**src/rtl/tank_motion_responder_pkg.sv**
```systemverilog
// Shared types and constants for the tank motion responder and its step calculator.
package tank_motion_responder_pkg;

    localparam int COORD_W      = 11;
    localparam int DEF_SCREEN_W = 640;
    localparam int DEF_SCREEN_H = 480;

    typedef enum logic [1:0] {
        DIR_UP    = 2'd0,
        DIR_DOWN  = 2'd1,
        DIR_LEFT  = 2'd2,
        DIR_RIGHT = 2'd3
    } dir_t;

    typedef enum logic [1:0] {
        ST_IDLE   = 2'd0,
        ST_STEP   = 2'd1,
        ST_SETTLE = 2'd2,
        ST_CHECK  = 2'd3
    } state_t;

    // Up > Down > Left > Right; caller guarantees at least one key is held
    function automatic dir_t key_priority(input logic up, input logic down,
                                          input logic left, input logic right);
        dir_t d;
        if (up)
            d = DIR_UP;
        else if (down)
            d = DIR_DOWN;
        else if (left)
            d = DIR_LEFT;
        else if (right)
            d = DIR_RIGHT;
        else
            d = DIR_UP;
        return d;
    endfunction

    function automatic logic [COORD_W-1:0] clamp_hi(input logic [COORD_W:0] v,
                                                    input logic [COORD_W:0] lim);
        logic [COORD_W:0] r;
        if (v > lim)
            r = lim;
        else
            r = v;
        return r[COORD_W-1:0];
    endfunction

endpackage

```
**src/rtl/tank_motion_responder_if.sv**
```systemverilog
// Keypad / collision-checker / drawing-object signals of the tank motion responder.
interface tank_motion_responder_if;
    import tank_motion_responder_pkg::*;

    logic               startOfFrame;
    logic               keyUp;
    logic               keyDown;
    logic               keyLeft;
    logic               keyRight;
    logic               collision;
    logic [COORD_W-1:0] tankTopLeftX;
    logic [COORD_W-1:0] tankTopLeftY;
    dir_t               tankDir;
    logic               blocked;
    logic [7:0]         bumpCount;

    modport master (
        output startOfFrame, keyUp, keyDown, keyLeft, keyRight, collision,
        input  tankTopLeftX, tankTopLeftY, tankDir, blocked, bumpCount
    );

    modport slave (
        input  startOfFrame, keyUp, keyDown, keyLeft, keyRight, collision,
        output tankTopLeftX, tankTopLeftY, tankDir, blocked, bumpCount
    );

endinterface

```
**src/rtl/tank_motion_responder_step_calc.sv**
```systemverilog
// Combinational single-step move: shifts one axis by SPEED, widened by one bit
// so underflow and overflow are detected and clamped instead of wrapping.
module tank_motion_responder_step_calc
    import tank_motion_responder_pkg::*;
#(
    parameter int SPEED = 2,
    parameter int MAX_X = 608,
    parameter int MAX_Y = 448
) (
    input  logic [COORD_W-1:0] pos_x,
    input  logic [COORD_W-1:0] pos_y,
    input  dir_t               dir,
    output logic [COORD_W-1:0] next_x,
    output logic [COORD_W-1:0] next_y
);

    localparam int               CW1     = COORD_W + 1;
    localparam logic [COORD_W:0] SPEED_W = CW1'(SPEED);
    localparam logic [COORD_W:0] MAX_X_W = CW1'(MAX_X);
    localparam logic [COORD_W:0] MAX_Y_W = CW1'(MAX_Y);

    logic [COORD_W:0] x_ext_s;
    logic [COORD_W:0] y_ext_s;

    // Move along the facing axis; the other axis is only held inside its bound
    always_comb begin
        x_ext_s = {1'b0, pos_x};
        y_ext_s = {1'b0, pos_y};
        next_x  = clamp_hi(x_ext_s, MAX_X_W);
        next_y  = clamp_hi(y_ext_s, MAX_Y_W);
        case (dir)
            DIR_UP: begin
                if (y_ext_s < SPEED_W)
                    next_y = {COORD_W{1'b0}};
                else
                    next_y = clamp_hi(y_ext_s - SPEED_W, MAX_Y_W);
            end
            DIR_DOWN:  next_y = clamp_hi(y_ext_s + SPEED_W, MAX_Y_W);
            DIR_LEFT: begin
                if (x_ext_s < SPEED_W)
                    next_x = {COORD_W{1'b0}};
                else
                    next_x = clamp_hi(x_ext_s - SPEED_W, MAX_X_W);
            end
            DIR_RIGHT: next_x = clamp_hi(x_ext_s + SPEED_W, MAX_X_W);
            default: begin
                next_x = pos_x;
                next_y = pos_y;
            end
        endcase
    end

endmodule

```
**src/rtl/tank_motion_responder.sv**
```systemverilog
// Per-frame tank mover: steps from the keys, waits for the collision checker to
// settle, and reverts the step if the tank now overlaps a brick.
module tank_motion_responder
    import tank_motion_responder_pkg::*;
#(
    parameter int SCREEN_W      = DEF_SCREEN_W,
    parameter int SCREEN_H      = DEF_SCREEN_H,
    parameter int TANK_W        = 32,
    parameter int TANK_H        = 32,
    parameter int SPEED         = 2,
    parameter int INIT_X        = 304,
    parameter int INIT_Y        = 416,
    parameter int SETTLE_CYCLES = 3
) (
    input  logic                    clk,
    input  logic                    resetN,
    tank_motion_responder_if.slave  bus
);

    localparam logic [COORD_W-1:0] INIT_X_C    = COORD_W'(INIT_X);
    localparam logic [COORD_W-1:0] INIT_Y_C    = COORD_W'(INIT_Y);
    localparam logic [3:0]         SETTLE_LAST = 4'(SETTLE_CYCLES - 1);

    state_t             state_r;
    logic [3:0]         settle_cnt_r;
    logic [COORD_W-1:0] x_r;
    logic [COORD_W-1:0] y_r;
    logic [COORD_W-1:0] saved_x_r;
    logic [COORD_W-1:0] saved_y_r;
    dir_t               dir_r;
    dir_t               pend_dir_r;
    logic               blocked_r;
    logic [7:0]         bump_r;

    logic               any_key_s;
    logic [COORD_W-1:0] next_x_s;
    logic [COORD_W-1:0] next_y_s;

    assign any_key_s = bus.keyUp | bus.keyDown | bus.keyLeft | bus.keyRight;

    tank_motion_responder_step_calc #(
        .SPEED (SPEED),
        .MAX_X (SCREEN_W - TANK_W),
        .MAX_Y (SCREEN_H - TANK_H)
    ) u_step_calc (
        .pos_x  (x_r),
        .pos_y  (y_r),
        .dir    (pend_dir_r),
        .next_x (next_x_s),
        .next_y (next_y_s)
    );

    // Frame FSM: the direction is latched at the IDLE decision so later key changes are ignored
    always_ff @(posedge clk) begin
        if (resetN) begin
            state_r      <= ST_IDLE;
            settle_cnt_r <= 4'd0;
            x_r          <= INIT_X_C;
            y_r          <= INIT_Y_C;
            saved_x_r    <= INIT_X_C;
            saved_y_r    <= INIT_Y_C;
            dir_r        <= DIR_UP;
            pend_dir_r   <= DIR_UP;
            blocked_r    <= 1'b0;
            bump_r       <= 8'd0;
        end else begin
            case (state_r)
                ST_IDLE: begin
                    if (bus.startOfFrame && any_key_s) begin
                        saved_x_r  <= x_r;
                        saved_y_r  <= y_r;
                        pend_dir_r <= key_priority(bus.keyUp, bus.keyDown,
                                                   bus.keyLeft, bus.keyRight);
                        state_r    <= ST_STEP;
                    end else begin
                        state_r    <= ST_IDLE;
                    end
                end
                ST_STEP: begin
                    x_r          <= next_x_s;
                    y_r          <= next_y_s;
                    dir_r        <= pend_dir_r;
                    settle_cnt_r <= 4'd0;
                    state_r      <= ST_SETTLE;
                end
                ST_SETTLE: begin
                    if (settle_cnt_r == SETTLE_LAST) begin
                        state_r      <= ST_CHECK;
                    end else begin
                        settle_cnt_r <= settle_cnt_r + 4'd1;
                    end
                end
                ST_CHECK: begin
                    if (bus.collision) begin
                        x_r       <= saved_x_r;
                        y_r       <= saved_y_r;
                        blocked_r <= 1'b1;
                        if (bump_r != 8'hFF)
                            bump_r <= bump_r + 8'd1;
                        else
                            bump_r <= bump_r;
                    end else begin
                        blocked_r <= 1'b0;
                    end
                    state_r <= ST_IDLE;
                end
                default: state_r <= ST_IDLE;
            endcase
        end
    end

    assign bus.tankTopLeftX = x_r;
    assign bus.tankTopLeftY = y_r;
    assign bus.tankDir      = dir_r;
    assign bus.blocked      = blocked_r;
    assign bus.bumpCount    = bump_r;

endmodule

```
**src/flat_wrapper.sv**
```systemverilog
// flat-port wrapper written by rule: the top's interface ports become plain ports
module tank_motion_responder_flat import tank_motion_responder_pkg::*;
#(
    parameter int SCREEN_W      = DEF_SCREEN_W,
    parameter int SCREEN_H      = DEF_SCREEN_H,
    parameter int TANK_W        = 32,
    parameter int TANK_H        = 32,
    parameter int SPEED         = 2,
    parameter int INIT_X        = 304,
    parameter int INIT_Y        = 416,
    parameter int SETTLE_CYCLES = 3
)
  (clk, resetN, bus_startOfFrame, bus_keyUp, bus_keyDown, bus_keyLeft, bus_keyRight, bus_collision, bus_tankTopLeftX, bus_tankTopLeftY, bus_tankDir, bus_blocked, bus_bumpCount);
  tank_motion_responder_if bus_i ();
  input  logic clk;
  input  logic resetN;
  input wire logic [$bits(bus_i.startOfFrame)-1:0] bus_startOfFrame;
  input wire logic [$bits(bus_i.keyUp)-1:0] bus_keyUp;
  input wire logic [$bits(bus_i.keyDown)-1:0] bus_keyDown;
  input wire logic [$bits(bus_i.keyLeft)-1:0] bus_keyLeft;
  input wire logic [$bits(bus_i.keyRight)-1:0] bus_keyRight;
  input wire logic [$bits(bus_i.collision)-1:0] bus_collision;
  output wire logic [$bits(bus_i.tankTopLeftX)-1:0] bus_tankTopLeftX;
  output wire logic [$bits(bus_i.tankTopLeftY)-1:0] bus_tankTopLeftY;
  output wire logic [$bits(bus_i.tankDir)-1:0] bus_tankDir;
  output wire logic [$bits(bus_i.blocked)-1:0] bus_blocked;
  output wire logic [$bits(bus_i.bumpCount)-1:0] bus_bumpCount;
  assign bus_i.startOfFrame = bus_startOfFrame;
  assign bus_i.keyUp = bus_keyUp;
  assign bus_i.keyDown = bus_keyDown;
  assign bus_i.keyLeft = bus_keyLeft;
  assign bus_i.keyRight = bus_keyRight;
  assign bus_i.collision = bus_collision;
  assign bus_tankTopLeftX = bus_i.tankTopLeftX;
  assign bus_tankTopLeftY = bus_i.tankTopLeftY;
  assign bus_tankDir = bus_i.tankDir;
  assign bus_blocked = bus_i.blocked;
  assign bus_bumpCount = bus_i.bumpCount;
  tank_motion_responder #(.SCREEN_W(SCREEN_W), .SCREEN_H(SCREEN_H), .TANK_W(TANK_W), .TANK_H(TANK_H), .SPEED(SPEED), .INIT_X(INIT_X), .INIT_Y(INIT_Y), .SETTLE_CYCLES(SETTLE_CYCLES)) u_core (.clk(clk), .resetN(resetN), .bus(bus_i));
endmodule
```
**config.mk**
```make
export PLATFORM = sky130hd
export DESIGN_NAME = tank_motion_responder_flat
export DESIGN_NICKNAME = d
export VERILOG_FILES = /design/src/rtl/tank_motion_responder_pkg.sv /design/src/rtl/tank_motion_responder_if.sv /design/src/rtl/tank_motion_responder_step_calc.sv /design/src/rtl/tank_motion_responder.sv /design/src/flat_wrapper.sv
export SDC_FILE = /design/constraint.sdc
export NUM_CORES = 1
export LEC_CHECK = 0
export CORE_UTILIZATION = 50
export CTS_CLUSTER_DIAMETER = 150
export DETAILED_ROUTE_END_ITERATION = 12
export GPL_TIMING_DRIVEN = 0
export PLACE_DENSITY = 0.72
export SLEW_MARGIN = 10
export SYNTH_ARGS = -nofsm -noshare
export SYNTH_HDL_FRONTEND = slang
export SYNTH_SLANG_ARGS = --single-unit
```
**constraint.sdc**
```tcl
create_clock -name clk -period 2.9 [get_ports clk]
set_clock_uncertainty 0.1 [all_clocks]
set_input_delay 0.435 -clock clk [delete_from_list [all_inputs] [get_ports clk]]
set_output_delay 0.435 -clock clk [all_outputs]
set_load 0.01 [all_outputs]
```
* After elaboration in Yosys (flattened, before gate mapping)
Index checks and enable logic that the tools add are counted.
** Word-level totals
- Output and inout port bits :: 33
- Flip-flop bits (word level) :: 63
- Input port bits :: 8
- Word-level logic and storage cells :: 74
** Operators by class
- Mux-type cells :: 24
- Add/sub/neg operators :: 6
- Bitwise gates (word level) :: 3
- Reduce and logical (&&, ||, !) cells :: 10
- Equal/unequal tests :: 13
- $lt $le $gt $ge :: 8
** Operators by type and width (count)
- $mux W11 :: 10
- $pmux W11 S2 :: 4
- $add A11 B2 Y12 const B :: 2
- $gt A12 B10 Y1 const B :: 2
- $gt A12 B9 Y1 const B :: 2
- $sub A11 B2 Y12 const B :: 2
- $lt A11 B2 Y1 const B :: 2
- $gt A11 B10 Y1 const B :: 1
- $gt A11 B9 Y1 const B :: 1
- $mux W2 :: 5
- $reduce_and A3 Y1 :: 3
- $add A8 B1 Y8 const B :: 1
- $eq A2 B2 Y1 const B :: 4
- $ne A4 B4 Y1 const B :: 2
- $ne A8 B8 Y1 const B :: 1
- $pmux W2 S4 :: 1
- $pmux W4 S2 :: 1
- $add A4 B1 Y4 const B :: 1
- $eq A2 B1 Y1 const B :: 2
- $eq A4 B2 Y1 const B :: 1
- $logic_not A2 Y1 :: 2
- $mux W4 :: 1
- $ne A2 B2 Y1 const B :: 2
- $reduce_and A2 Y1 :: 2
- 5 further kinds :: 9

* Depth between registers and ports, before layout
- Word-level depth :: 6
- Depth in mapped cells :: 10
- Depth with buffers taken out :: 8

* By module
From an unflattened synthesis, not the netlist that was laid out.
** Unflattened totals
- Cells, all modules :: 580
- Area total of the unflattened synthesis :: 4513.1 µm²
** Modules (own cells, without submodules)
- tank_motion_responder :: area each 2817.7 µm², instances 1, cells each 312, sequential area each 1261.2 µm²
- tank_motion_responder_step_calc :: area each 1695.4 µm², instances 1, cells each 268, sequential area each 0.0 µm²

* Worst setup path after synthesis
No wires, ideal clock.
- Path type :: register to register
- Start :: reg u_core.x_r[1], in the netlist u_core.bus.tankTopLeftX[1]
- End :: reg u_core.x_r[6], in the netlist u_core.bus.tankTopLeftX[6]
- Data required time :: 2.684 ns
- Buffers on the path :: 1
- Library setup time :: 0.116 ns
- Data arrival time :: 2.333 ns
- Stages on the path, launching flop included :: 10
- Path slack :: 0.351 ns
- Period minus slack after synthesis :: 2.549 ns
- Path through :: dfxtp_1 clkbuf_1 inv_1 ha_1 or3b_2 o32ai_1 a22oi_1 o21ai_1 nand2_2 o211a_1
** On the way
- Word-level cells in the longest chain between the ends :: 6
- Elaborated cells on any way between the ends :: 13
- Those cells by class :: 2 x add/sub; 4 x order compare; 1 x eq/ne; 5 x mux; 1 x reduce/logical
** RTL lines
- start: declaration :: line tank_motion_responder.sv:26 : logic [COORD_W-1:0] x_r;
- start signal: assignment :: line tank_motion_responder.sv:80 : x_r <= next_x_s;
- start signal: assignment :: line tank_motion_responder.sv:95 : x_r <= saved_x_r;
- $sub A11 B2 Y12 :: line tank_motion_responder_step_calc.sv:43 : next_x = clamp_hi(x_ext_s - SPEED_W, MAX_X_W);
- $gt A12 B10 Y1 :: line tank_motion_responder_pkg.sv:42 : if (v > lim)
- $mux W11 :: line tank_motion_responder_pkg.sv:42
- $mux W11 :: line tank_motion_responder_step_calc.sv:40 : if (x_ext_s < SPEED_W)
- $pmux W11 S2 :: line tank_motion_responder_step_calc.sv:31 : case (dir)
- $pmux W11 S2 :: line tank_motion_responder.sv:67 : case (state_r)
Several ways; a longest one is shown, not always the timed one.
A chain may end at the register's enable or synchronous reset.

* Final worst setup path
- Start :: reg u_core.x_r[1], in the netlist u_core.bus.tankTopLeftX[1]
- End :: reg u_core.x_r[3], in the netlist u_core.bus.tankTopLeftX[3]
The elaborated chain is that of the path after synthesis.

==> flow_summary_export.csv <==
group,metric,value,unit
critical_path,cpPeakStageDelay,0.56,ns
synthesis,synthSimpleGateAreaFrac,26.5,%
global_routing,grt-ovfl-total,0,
global_routing,grt_pass1_wl,18700,µm
clock_network,cts-buffers-inserted,9,
synthesis,synth-warning-count,0,
route,routed_wl,11600,µm
route,avgRoutedWirePerCell,17.4,µm
critical_path,arrival,2.98,ns
finish,layout.nets,581,
critical_path,worstPathCellList,"buf_2 > inv_1 > ha_2 > or3b_2 > o32ai_1 > a22oi_1 > o21ai_2 > buf_4 > nand4b_1 > a31oi_1",
route,num_vias,4091,
critical_path,crit_type,"register to register",
finish,num-fill-cells,716,
clock_network,cts_buffer_depth,2,
placement,place_congestion,0.929,
flow_run,max_cap_violations,0,
die,die_y,91.1,µm
power,power.total,3.88,mW
global_routing,antenna_found_initial,0,
synthesis,netlist_area,3970,µm²
worst_hold_path,hold_path.class,"register to register",
critical_path,path_max_fanout,10,
clock_network,insertion_delay,0.34,ns
synthesis,ys.flop_type,"dfxtp_1",
synthesis,yosysSeqAreaShare,31.8,%
route,drc,0,
sta,fin_crit,2.82,ns
die,core_area,7690,µm²
critical_path,crit-reg2reg-capture,"u_core.bus.tankTopLeftX[3]$_SDFFE_PP0P_",
sta,drv_slew,0,
sta,worstMarginPinSlew,0.807,ns
global_routing,grt_max_degree,12,
run_status,status,"completed",
placement,place_ws,-0.175,ns
power,p_leak,1.64,nW
finish,layout-drive-gt1-share,9.20,%
global_routing,grt.total_usage,28.1,%
clock_network,clk_pin_slew,0.08,ns
sta,relSlewSlack,44.6,%
synthesis,synth_edf_count,0,
placement,dpl-instance-area,4500,µm²
finish,area_delta_synth_final,20.4,%
power,p_per_area,811,nW/µm²
clock_network,cts_tree,"done",
clock_network,root_buffer,"clkbuf_8",
global_routing,grt_pass1_vias,3729,
clock_network,htreeDepth,3,
finish,stdcell_area,4780,µm²
critical_path,rr_startpoint,"u_core.bus.tankTopLeftX[1]$_SDFFE_PP0P_",
route,ant_nets,0,
synthesis,synth_compound_area_share,24.4,%
critical_path,critPathLaunch,"u_core.bus.tankTopLeftX[1]$_SDFFE_PP0P_",
critical_path,cp-start-kind,"register",
route,first_pass_iters,5,
synthesis,synthMuxAreaShare,1.51,%
placement,dp_hpwl,8030,µm
clock_network,cts_num_sinks,63,
die,top_level_ports,41,
critical_path,end_kind,"register",
synthesis,synth_nets,528,
synthesis,avgSynthCellArea,7.83,µm²
finish,diodes,0,
synthesis,synth_fa_ha_area_share,4.10,%
power,ir_worst_vdd,0.400,mV
route,via_per_inst,6.13,
route,drt_iter0_drc,339,
placement,io_buffers,40,
sta,fin_tns_setup,0,ns
sta,setup_viol,0,
sta,setup_slack,0.0813,ns
synthesis,synth_top_family_by_area,"simple AND/OR/NAND/NOR gates",
die,die_x,91.1,µm
synthesis,synth_cell_type_count,71,
critical_path,ff2ff_setup_slack,0.08,ns
synthesis,synth_cells,507,
critical_path,cp-endpoint,"u_core.bus.tankTopLeftX[3]$_SDFFE_PP0P_",
synthesis,yosys.area_share.xor_xnor,6.62,%
sta,fmax,355,MHz
critical_path,required,3.06,ns
synthesis,synth-seq-cells,63,
synthesis,synthArstFlopShare,0,%
sta,hold_viol,0,
die,die_area,8300,µm²
critical_path,slowest_stage,"or3b_2",
die,start_util,51.6,%
sta,fin_crit_sh,97.2,%
die,rows,32,
critical_path,worst_r2r_path_depth,10,
-- logic make-up after synthesis --
| logic type | after synthesis |
|---|---|
| XOR/XNOR | 30 |
| multiplexers | 6 |
| AO/OA/AOI/OAI | 135 |
| adder cells (fa/ha/maj) | 13 |
| flip-flops | 63 |
| buffers and inverters | 51 |
| AND/OR/NAND/NOR | 209 |
-- routing by layer --
metal | GRT usage, % | up-vias | part of all wire [%]
met5 | 0 | - | 0
met4 | 11.1 | 0 | 2.0
met3 | 3.52 | 21 | 6.4
met2 | 43.9 | 162 | 45
met1 | 39.2 | 1949 | 46
li1 | - | 1959 | -
-- layout by cell type (no fill, tap or decap), types with 6 or more instances in the layout --
| master | n |
|---|---|
| xor2_1 | 12 |
| nand2b_1 | 8 |
| inv_1 | 12 |
| a21oi_1 | 36 |
| nand2_1 | 74 |
| nor2_1 | 36 |
| a31oi_1 | 8 |
| nand4_1 | 12 |
| ha_1 | 12 |
| clkbuf_8 | 10 |
| xnor2_1 | 18 |
| mux2i_1 | 6 |
| nand3_1 | 24 |
| clkbuf_1 | 23 |
| o21ai_0 | 12 |
| dfxtp_1 | 62 |
| clkdlybuf4s50_1 | 40 |
| buf_2 | 8 |
| a22oi_1 | 14 |
| nor3_1 | 11 |
| o211ai_1 | 6 |
-- critical path: cells and delay by family, from the launching register on --
kind / cells / cell delay, ns
buffers and inverters: 3 / 0.48
AOI/OAI and AO/OA: 4 / 0.87
adders and majority gates: 1 / 0.24
and+or+nand+nor: 2 / 0.66
DFF: 1 / 0.37
-- cell usage after synthesis, types with 11 or more instances --
master    instances  area, µm²
a21oi_1          36        180
a22oi_1          14        105
clkbuf_1         26       97.6
dfxtp_1          63       1260
ha_1             13        163
inv_1            12       45.0
nand2_1          74        278
nand3_1          24        120
nand4_1          12       75.1
nor2_1           36        135
nor3_1           11       55.1
o21ai_0          12       60.1
xnor2_1          18        158
xor2_1           12        105
-- through the flow --
step | hold slack [ns] | std cells | utilization (%)
final | 0.359 | 667 | 62.2
after floorplan | 0.336 | 507 | -
after CTS | 0.357 | 665 | 61.4
after detailed placement | 0.347 | 649 | 58.5
after global routing | 0.373 | 667 | 62.2
after global placement | 0.343 | 649 | 58.5
-- worst min-delay path by stage --
stage	from	to	slack (ns)	cells past startpoint
6_report	u_core.saved_x_r[2]$_SDFFE_PP0P_	u_core.saved_x_r[2]$_SDFFE_PP0P_	0.36	2
5_1_grt	u_core.saved_x_r[9]$_SDFFE_PP0P_	u_core.saved_x_r[9]$_SDFFE_PP0P_	0.37	2
4_1_cts	u_core.saved_y_r[9]$_SDFFE_PP0P_	u_core.saved_y_r[9]$_SDFFE_PP0P_	0.36	2
3_5_place_dp	u_core.saved_y_r[9]$_SDFFE_PP0P_	u_core.saved_y_r[9]$_SDFFE_PP0P_	0.35	2
3_3_place_gp	u_core.saved_x_r[6]$_SDFFE_PP0P_	u_core.saved_x_r[6]$_SDFFE_PP0P_	0.34	2
2_1_floorplan	u_core.saved_x_r[0]$_SDFFE_PP0P_	u_core.saved_x_r[0]$_SDFFE_PP0P_	0.34	2
-- where the power goes --
part | switching, mW | internal (mW)
Sequential | 0.128 | 0.997
Combinational | 1.15 | 0.731
Clock | 0.367 | 0.508
Total | 1.64 | 2.24
-- layout make-up --
cell class	instances	area (µm²)	area share, %
clock inverter	5	81.3	1.70
clock buffer	11	141	2.96
timing repair buffer	43	423	8.85
inverter	12	45.0	0.943
tap	102	128	2.67
buffer	38	159	3.33
multi-input combinational	393	2540	53.1
sequential	63	1260	26.4
-- timing repair --
action	in CTS	in global routing
endpoints found under the setup margin	9	15
resized for setup	2	13
pin swaps	0	2
buffers inserted	0	3
hold buffers	0	0
-- sequential cells by signal, summed over array words and instances (netlist names) --
name and cells:
u_core.state_r 2, u_core.bus.bumpCount 8, u_core.settle_cnt_r 4, u_core.pend_dir_r 2, u_core.saved_x_r 11, u_core.bus.tankDir 2, u_core.bus.tankTopLeftX 11, u_core.bus.blocked 1
u_core.bus.tankTopLeftY 11, u_core.saved_y_r 11
Note: power is estimated with default switching activity, not from simulation.
